==> src/rtl/rv_wb_uart_tx_if.sv <==
// Wishbone classic bus bundle between the core data-bus master and the UART TX slave.
interface rv_wb_uart_tx_if;
    logic [31:0] i_wb_adr;
    logic [31:0] i_wb_dat;
    logic [31:0] o_wb_dat;
    logic        i_wb_we;
    logic [3:0]  i_wb_sel;
    logic        i_wb_stb;
    logic        i_wb_cyc;
    logic        o_wb_ack;

    modport slave (
        input  i_wb_adr, i_wb_dat, i_wb_we, i_wb_sel, i_wb_stb, i_wb_cyc,
        output o_wb_dat, o_wb_ack
    );

    modport master (
        output i_wb_adr, i_wb_dat, i_wb_we, i_wb_sel, i_wb_stb, i_wb_cyc,
        input  o_wb_dat, o_wb_ack
    );
endinterface

==> src/rtl/rv_wb_uart_tx.sv <==
// Wishbone classic UART transmitter: software bytes queue in a FIFO and leave as 8N1,
// LSB first, at a programmable bit rate; o_irq is high once everything has been sent.
module rv_wb_uart_tx #(
    parameter int unsigned FIFO_DEPTH = 4,
    parameter logic [15:0] DIV_RESET  = 16'd867
) (
    input  logic           i_clk,
    input  logic           i_reset_n,
    rv_wb_uart_tx_if.slave wb,
    output logic           o_tx,
    output logic           o_irq
);
    localparam int unsigned AW = $clog2(FIFO_DEPTH);
    localparam int unsigned CW = AW + 1;
    localparam logic [CW-1:0] PTR_ONE = {{AW{1'b0}}, 1'b1};
    localparam logic [1:0] REG_DATA   = 2'd0;
    localparam logic [1:0] REG_STATUS = 2'd1;
    localparam logic [1:0] REG_DIV    = 2'd2;

    typedef enum logic [1:0] {
        ST_IDLE  = 2'd0,
        ST_START = 2'd1,
        ST_DATA  = 2'd2,
        ST_STOP  = 2'd3
    } tx_state_t;

    tx_state_t     state_r;
    logic [7:0]    fifo_mem_r [FIFO_DEPTH];
    logic [CW-1:0] wr_ptr_r;
    logic [CW-1:0] rd_ptr_r;
    logic          ack_r;
    logic [31:0]   rdata_r;
    logic          ovf_r;
    logic [15:0]   div_r;
    logic [15:0]   baud_cnt_r;
    logic [2:0]    bit_cnt_r;
    logic [7:0]    shift_r;
    logic          tx_r;
    logic          irq_r;

    logic          request_s;
    logic          wr_s;
    logic [1:0]    reg_sel_s;
    logic [CW-1:0] count_s;
    logic          empty_s;
    logic          full_s;
    logic          busy_s;
    logic          push_s;
    logic          drop_s;
    logic          ovf_clr_s;
    logic          pop_s;
    logic [31:0]   status_s;
    logic [31:0]   rd_mux_s;
    logic          unused_s;

    // Bus decode, FIFO flags and read-data mux; full is judged before any same-cycle pop.
    always_comb begin
        request_s = wb.i_wb_cyc & wb.i_wb_stb & ~ack_r;
        wr_s      = request_s & wb.i_wb_we;
        reg_sel_s = wb.i_wb_adr[3:2];
        count_s   = wr_ptr_r - rd_ptr_r;
        empty_s   = (wr_ptr_r == rd_ptr_r);
        full_s    = (wr_ptr_r[AW] != rd_ptr_r[AW]) && (wr_ptr_r[AW-1:0] == rd_ptr_r[AW-1:0]);
        busy_s    = (state_r != ST_IDLE);
        push_s    = wr_s & (reg_sel_s == REG_DATA) & wb.i_wb_sel[0] & ~full_s;
        drop_s    = wr_s & (reg_sel_s == REG_DATA) & wb.i_wb_sel[0] & full_s;
        ovf_clr_s = wr_s & (reg_sel_s == REG_STATUS) & wb.i_wb_sel[0] & wb.i_wb_dat[3];
        pop_s     = (state_r == ST_IDLE) & ~empty_s;
        status_s  = {{(28 - CW){1'b0}}, count_s, ovf_r, empty_s, full_s, busy_s};
        case (reg_sel_s)
            REG_STATUS: rd_mux_s = status_s;
            REG_DIV:    rd_mux_s = {16'd0, div_r};
            default:    rd_mux_s = 32'd0;
        endcase
    end

    // Bus acknowledge, registered read data, sticky overflow and divider register.
    always_ff @(posedge i_clk) begin
        if (!i_reset_n) begin
            ack_r   <= 1'b0;
            rdata_r <= 32'd0;
            ovf_r   <= 1'b0;
            div_r   <= DIV_RESET;
        end else begin
            ack_r <= request_s;
            if (request_s && !wb.i_wb_we) begin
                rdata_r <= rd_mux_s;
            end else begin
                rdata_r <= 32'd0;
            end
            if (drop_s) begin
                ovf_r <= 1'b1;
            end else if (ovf_clr_s) begin
                ovf_r <= 1'b0;
            end else begin
                ovf_r <= ovf_r;
            end
            if (wr_s && (reg_sel_s == REG_DIV)) begin
                if (wb.i_wb_sel[0]) begin
                    div_r[7:0] <= wb.i_wb_dat[7:0];
                end
                if (wb.i_wb_sel[1]) begin
                    div_r[15:8] <= wb.i_wb_dat[15:8];
                end
            end
        end
    end

    // Circular TX FIFO; the extra pointer bit separates full from empty.
    always_ff @(posedge i_clk) begin
        if (!i_reset_n) begin
            wr_ptr_r <= {CW{1'b0}};
            rd_ptr_r <= {CW{1'b0}};
        end else begin
            if (push_s) begin
                fifo_mem_r[wr_ptr_r[AW-1:0]] <= wb.i_wb_dat[7:0];
                wr_ptr_r                     <= wr_ptr_r + PTR_ONE;
            end
            if (pop_s) begin
                rd_ptr_r <= rd_ptr_r + PTR_ONE;
            end
        end
    end

    // Serialiser FSM; the baud counter reloads from the live DIV at every bit boundary.
    always_ff @(posedge i_clk) begin
        if (!i_reset_n) begin
            state_r    <= ST_IDLE;
            baud_cnt_r <= 16'd0;
            bit_cnt_r  <= 3'd0;
            shift_r    <= 8'd0;
            tx_r       <= 1'b1;
            irq_r      <= 1'b1;
        end else begin
            case (state_r)
                ST_IDLE: begin
                    if (pop_s) begin
                        shift_r    <= fifo_mem_r[rd_ptr_r[AW-1:0]];
                        bit_cnt_r  <= 3'd0;
                        baud_cnt_r <= div_r;
                        state_r    <= ST_START;
                    end
                end
                ST_START: begin
                    if (baud_cnt_r == 16'd0) begin
                        baud_cnt_r <= div_r;
                        state_r    <= ST_DATA;
                    end else begin
                        baud_cnt_r <= baud_cnt_r - 16'd1;
                    end
                end
                ST_DATA: begin
                    if (baud_cnt_r == 16'd0) begin
                        baud_cnt_r <= div_r;
                        shift_r    <= {1'b0, shift_r[7:1]};
                        if (bit_cnt_r == 3'd7) begin
                            state_r <= ST_STOP;
                        end else begin
                            bit_cnt_r <= bit_cnt_r + 3'd1;
                        end
                    end else begin
                        baud_cnt_r <= baud_cnt_r - 16'd1;
                    end
                end
                ST_STOP: begin
                    if (baud_cnt_r == 16'd0) begin
                        state_r <= ST_IDLE;
                    end else begin
                        baud_cnt_r <= baud_cnt_r - 16'd1;
                    end
                end
                default: state_r <= ST_IDLE;
            endcase
            case (state_r)
                ST_START: tx_r <= 1'b0;
                ST_DATA:  tx_r <= shift_r[0];
                default:  tx_r <= 1'b1;
            endcase
            irq_r <= empty_s & (state_r == ST_IDLE);
        end
    end

    assign wb.o_wb_ack = ack_r;
    assign wb.o_wb_dat = rdata_r;
    assign o_tx        = tx_r;
    assign o_irq       = irq_r;
    assign unused_s    = ^{wb.i_wb_adr[31:4], wb.i_wb_adr[1:0], wb.i_wb_dat[31:16], wb.i_wb_sel[3:2]};
endmodule
==> src/flat_wrapper.sv <==
// flat-port wrapper written by rule: the top's interface ports become plain ports
module rv_wb_uart_tx_flat 
#(
    parameter int unsigned FIFO_DEPTH = 4,
    parameter logic [15:0] DIV_RESET  = 16'd867
)
  (i_clk, i_reset_n, o_tx, o_irq, wb_i_wb_adr, wb_i_wb_dat, wb_i_wb_we, wb_i_wb_sel, wb_i_wb_stb, wb_i_wb_cyc, wb_o_wb_dat, wb_o_wb_ack);
  rv_wb_uart_tx_if wb_i ();
  input  logic i_clk;
  input  logic i_reset_n;
  output logic o_tx;
  output logic o_irq;
  input wire logic [$bits(wb_i.i_wb_adr)-1:0] wb_i_wb_adr;
  input wire logic [$bits(wb_i.i_wb_dat)-1:0] wb_i_wb_dat;
  input wire logic [$bits(wb_i.i_wb_we)-1:0] wb_i_wb_we;
  input wire logic [$bits(wb_i.i_wb_sel)-1:0] wb_i_wb_sel;
  input wire logic [$bits(wb_i.i_wb_stb)-1:0] wb_i_wb_stb;
  input wire logic [$bits(wb_i.i_wb_cyc)-1:0] wb_i_wb_cyc;
  output wire logic [$bits(wb_i.o_wb_dat)-1:0] wb_o_wb_dat;
  output wire logic [$bits(wb_i.o_wb_ack)-1:0] wb_o_wb_ack;
  assign wb_i.i_wb_adr = wb_i_wb_adr;
  assign wb_i.i_wb_dat = wb_i_wb_dat;
  assign wb_i.i_wb_we = wb_i_wb_we;
  assign wb_i.i_wb_sel = wb_i_wb_sel;
  assign wb_i.i_wb_stb = wb_i_wb_stb;
  assign wb_i.i_wb_cyc = wb_i_wb_cyc;
  assign wb_o_wb_dat = wb_i.o_wb_dat;
  assign wb_o_wb_ack = wb_i.o_wb_ack;
  rv_wb_uart_tx #(.FIFO_DEPTH(FIFO_DEPTH), .DIV_RESET(DIV_RESET)) u_core (.i_clk(i_clk), .i_reset_n(i_reset_n), .wb(wb_i), .o_tx(o_tx), .o_irq(o_irq));
endmodule
==> config.mk <==
export PLATFORM = sky130hd
export DESIGN_NAME = rv_wb_uart_tx_flat
export DESIGN_NICKNAME = d
export VERILOG_FILES = /design/src/rtl/rv_wb_uart_tx_if.sv /design/src/rtl/rv_wb_uart_tx.sv /design/src/flat_wrapper.sv
export SDC_FILE = /design/constraint.sdc
export NUM_CORES = 1
export LEC_CHECK = 0
export CAP_MARGIN = 0
export CORE_MARGIN = 2
export CORE_UTILIZATION = 50
export CTS_BUF_LIST = sky130_fd_sc_hd__clkbuf_16
export CTS_CLUSTER_SIZE = 16
export DETAILED_ROUTE_END_ITERATION = 16
export PLACE_DENSITY = 0.8
export SYNTH_ARGS = -nofsm -noshare
export SYNTH_HDL_FRONTEND = slang
export SYNTH_SLANG_ARGS = --single-unit
==> constraint.sdc <==
create_clock -name i_clk -period 2.35 [get_ports i_clk]
set_clock_uncertainty 0.1 [all_clocks]
set_input_delay 0.235 -clock i_clk [delete_from_list [all_inputs] [get_ports i_clk]]
set_output_delay 0.235 -clock i_clk [all_outputs]
set_load 0.005 [all_outputs]
==> flow_metrics.py <==
metrics = {
    "synthesis": {
        "yosys_most_used_dff": "dfxtp_1",
        "yosys_warnings": 0,
        "post_synth_num_cell_types": 53,
        "syn_area_per_cell_sq_um": 10.33,
        "synth_edf_count": 32,
        "netlist_area_sq_mm": 0.004775,
        "syn_inst": 462,
        "ys_top_cells_by_area": "dfxtp_1 31%, edfxtp_1 20%, ha_1 4.7%, nand2_1 4.3%, nand3_1 3.8%",
        "yosysTopAreaCellShare_pct": 30.61,
        "synth_most_common_cell": "dfxtp_1",
        "synth_top_cells_by_count": "73 x dfxtp_1, 55 x nand2_1, 36 x nand3_1",
        "ys_seq_elements": 105,
        "yosysSeqAreaShare_pct": 50.73,
        "synth_async_sr_flop_share_pct": 0,
        "yosys.area.top_type": "dfxtp_1",
    },
    "floorplan": {
        "die_h_microns": 101.7,
        "initial_core_util_pct": 51.67,
        "dieArea_sq_mm": 0.01035,
        "io_pins": 108,
        "num_rows": 35,
        "core-area_sq_mm": 0.009240,
        "die_w_microns": 101.7,
    },
    "clock_tree": {
        "htreeDepth": 3,
        "cts_num_sinks": 105,
        "cts-buffers-inserted": 9,
        "path_clk_slew_ps": 70,
        "root_buffer": "clkbuf_16",
        "cts_buffer_depth": 2,
        "cts-hold-fix-buffers": 0,
        "clk_latency_ps": 350,
        "cts_tree": "done",
    },
    "route": {
        "route.vias.total": 3666,
        "vias_per_cell": 5.614,
        "wl_per_cell_microns": 16.19,
        "drtIter0Drc": 284,
        "finalWirelength_mm": 10.57,
        "firstDrtPassIters": 5,
        "drcViolationCount": 0,
        "ant_nets": 0,
    },
    "status": {
        "status": "completed",
    },
    "power": {
        "power_switching_mw": 2.019,
        "pwr-share-comb_pct": 35.8,
        "p_per_area_mw_per_mm2": 997.2,
        "worst_ir_drop_vdd_mv": 0.4650,
        "power.leakage_nw": 2.269,
        "p_clk_share_pct": 26.5,
        "internal_power_mw": 3.682,
        "seq_power_share_pct": 37.7,
        "p_sw_share_pct": 35.41,
    },
    "critical_path": {
        "cp.arrival_ps": 2390,
        "cp-start-kind": "flip-flop",
        "worst_path_max_delay_cell": "dfxtp_1",
        "path_class": "reg -> reg",
        "setup.worst_path.end_class": "flip-flop",
        "required_ps": 2500,
        "crit_path_max_incr_delay_ps": 340,
        "path_cells": "inv_1 > ha_1 > nor3b_2 > and4_4 > buf_4 > a2bb2oi_4 > o21ai_1 > a32o_1 > a22o_1",
        "worst-r2r-setup-slack_ps": 110,
        "crit_fanout": 8,
    },
    "timing": {
        "timing.final.crit_share_pct": 95.28,
        "worst_pin_slew_ps": 536.6,
        "hold_violations": 0,
        "finalCriticalPeriod_ps": 2239,
        "finalSetupViolations": 0,
        "rsz0062_at_grt": "no",
        "fmax_mhz": 446.6,
        "timing.slew.headroom_pct": 64.22,
        "setup-tns-final_ps": 0,
        "slew_viol_final": 0,
    },
    "layout": {
        "drive_gt1_share_pct": 12.02,
        "syn_to_final_growth_pct": 19.73,
        "final_core_util_pct": 61.87,
        "fin_cells": 653,
        "nets": 611,
        "antenna_cells": 0,
    },
    "grt": {
        "grt_max_degree": 26,
        "track_usage_pct": 21.64,
        "grt_pass1_vias": 3649,
        "grt_first_pass_wirelength_mm": 17.31,
        "grt.overflow.total": 0,
        "antenna_found_initial": 0,
    },
    "min_path": {
        "hold_path_class": "in -> reg",
    },
    "placement": {
        "place_congestion": 0.9079,
        "place_inst": 636,
        "dp_hpwl_mm": 7.623,
        "port_buffers": 43,
    },
    "job": {
        "drv_cap": 0,
    },
}
## worst max-delay path: cells and delay by family (launching register included)
kind | cells | cell delay (ps)
compound gates | 4 | 730
flops | 1 | 340
buf+inv | 2 | 230
fa+ha+maj | 1 | 200
simple gates | 2 | 530
## cell usage in the layout (no fill, tap or decap), types with 16 or more instances in the layout
| cell | Yosys | routed |
|---|---|---|
| buf_4 | 16 | 27 |
| clkdlybuf4s50_1 | 0 | 42 |
| conb_1 | 1 | 16 |
| dfxtp_1 | 73 | 73 |
| edfxtp_1 | 32 | 32 |
| ha_1 | 18 | 18 |
| inv_1 | 18 | 18 |
| nand2_1 | 55 | 55 |
| nand3_1 | 36 | 36 |
| nor2_1 | 19 | 19 |
| o21ai_0 | 20 | 20 |
## layout make-up
cell class	count	area (sq um)
multi-input cells	314	2117
clock buffers	9	225.2
inverters	18	67.56
well taps	129	161.4
fillers	721	3523
flip-flops and latches	105	2422
repair buffers	71	648.1
clock inverters	7	75.07
## registers in the layout (all words and copies together) (netlist names), named ones only
signal / flops
u_core.o_tx: 1
u_core.wr_ptr_r: 3
u_core.wb.o_wb_ack: 1
u_core.fifo_mem_r: 32
u_core.shift_r: 8
u_core.rd_ptr_r: 3
u_core.bit_cnt_r: 3
u_core.baud_cnt_r: 16
u_core.o_irq: 1
u_core.state_r: 2
u_core.wb.o_wb_dat: 16
u_core.div_r: 16
u_core.ovf_r: 1
## per-layer routing
layer	part of all wire [%]	global-route usage, %	vias up
met5	0	0	-
met4	1.9	9.148	0
met3	6.6	3.727	23
met2	49	35.98	150
met1	43	27.88	1750
li1	-	-	1743
## worst paths after layout
kind                                             end  cells after the start                              start
setup / recovery  u_core.baud_cnt_r[15]$_SDFFE_PN0P_                      9  u_core.baud_cnt_r[0]$_SDFFE_PN0P_
hold / removal          u_core.div_r[3]$_SDFFE_PN0P_                      2                          i_reset_n
setup reg to reg  u_core.baud_cnt_r[15]$_SDFFE_PN0P_                      9  u_core.baud_cnt_r[0]$_SDFFE_PN0P_
hold reg to reg     u_core.bit_cnt_r[2]$_SDFFE_PN0P_                      2   u_core.bit_cnt_r[2]$_SDFFE_PN0P_
## cells by family after synthesis
| family | synth area share, % |
|---|---|
| DFF | 50.73 |
| buffers and inverters | 6.184 |
| muxes | 5.870 |
| AOI/OAI and AO/OA | 12.53 |
| other | 0.07854 |
| and+or+nand+nor | 18.00 |
| xor gates and xnor gates | 1.468 |
| adders and majority gates | 5.136 |
## what timing repair did
item,CTS,global route
gates resized for setup,0,3
setup buffers,0,1
endpoints found under the setup margin,0,15
## per-stage QoR
step	area [sq um]	setup slack, ps	hold slack (ps)	power [mW]
final	5717	110.9	226.4	5.701
after global routing	5717	11.24	256.4	6.020
after floorplan	4831	236.7	233.9	3.513
after detailed placement	5393	98.35	349.2	4.107
after global placement	5393	157.1	348.4	4.046
after CTS	5693	74.70	218.9	5.610
## power groups by stage
stage,logic [mW],registers (mW),clock network [mW]
after floorplan,1.38,2.13,0
after global placement,1.86,2.18,0
after detailed placement,1.91,2.19,0
after CTS,1.93,2.15,1.53
after global routing,2.26,2.17,1.58
final,2.04,2.15,1.51
Power figures use the tool's default switching activity.
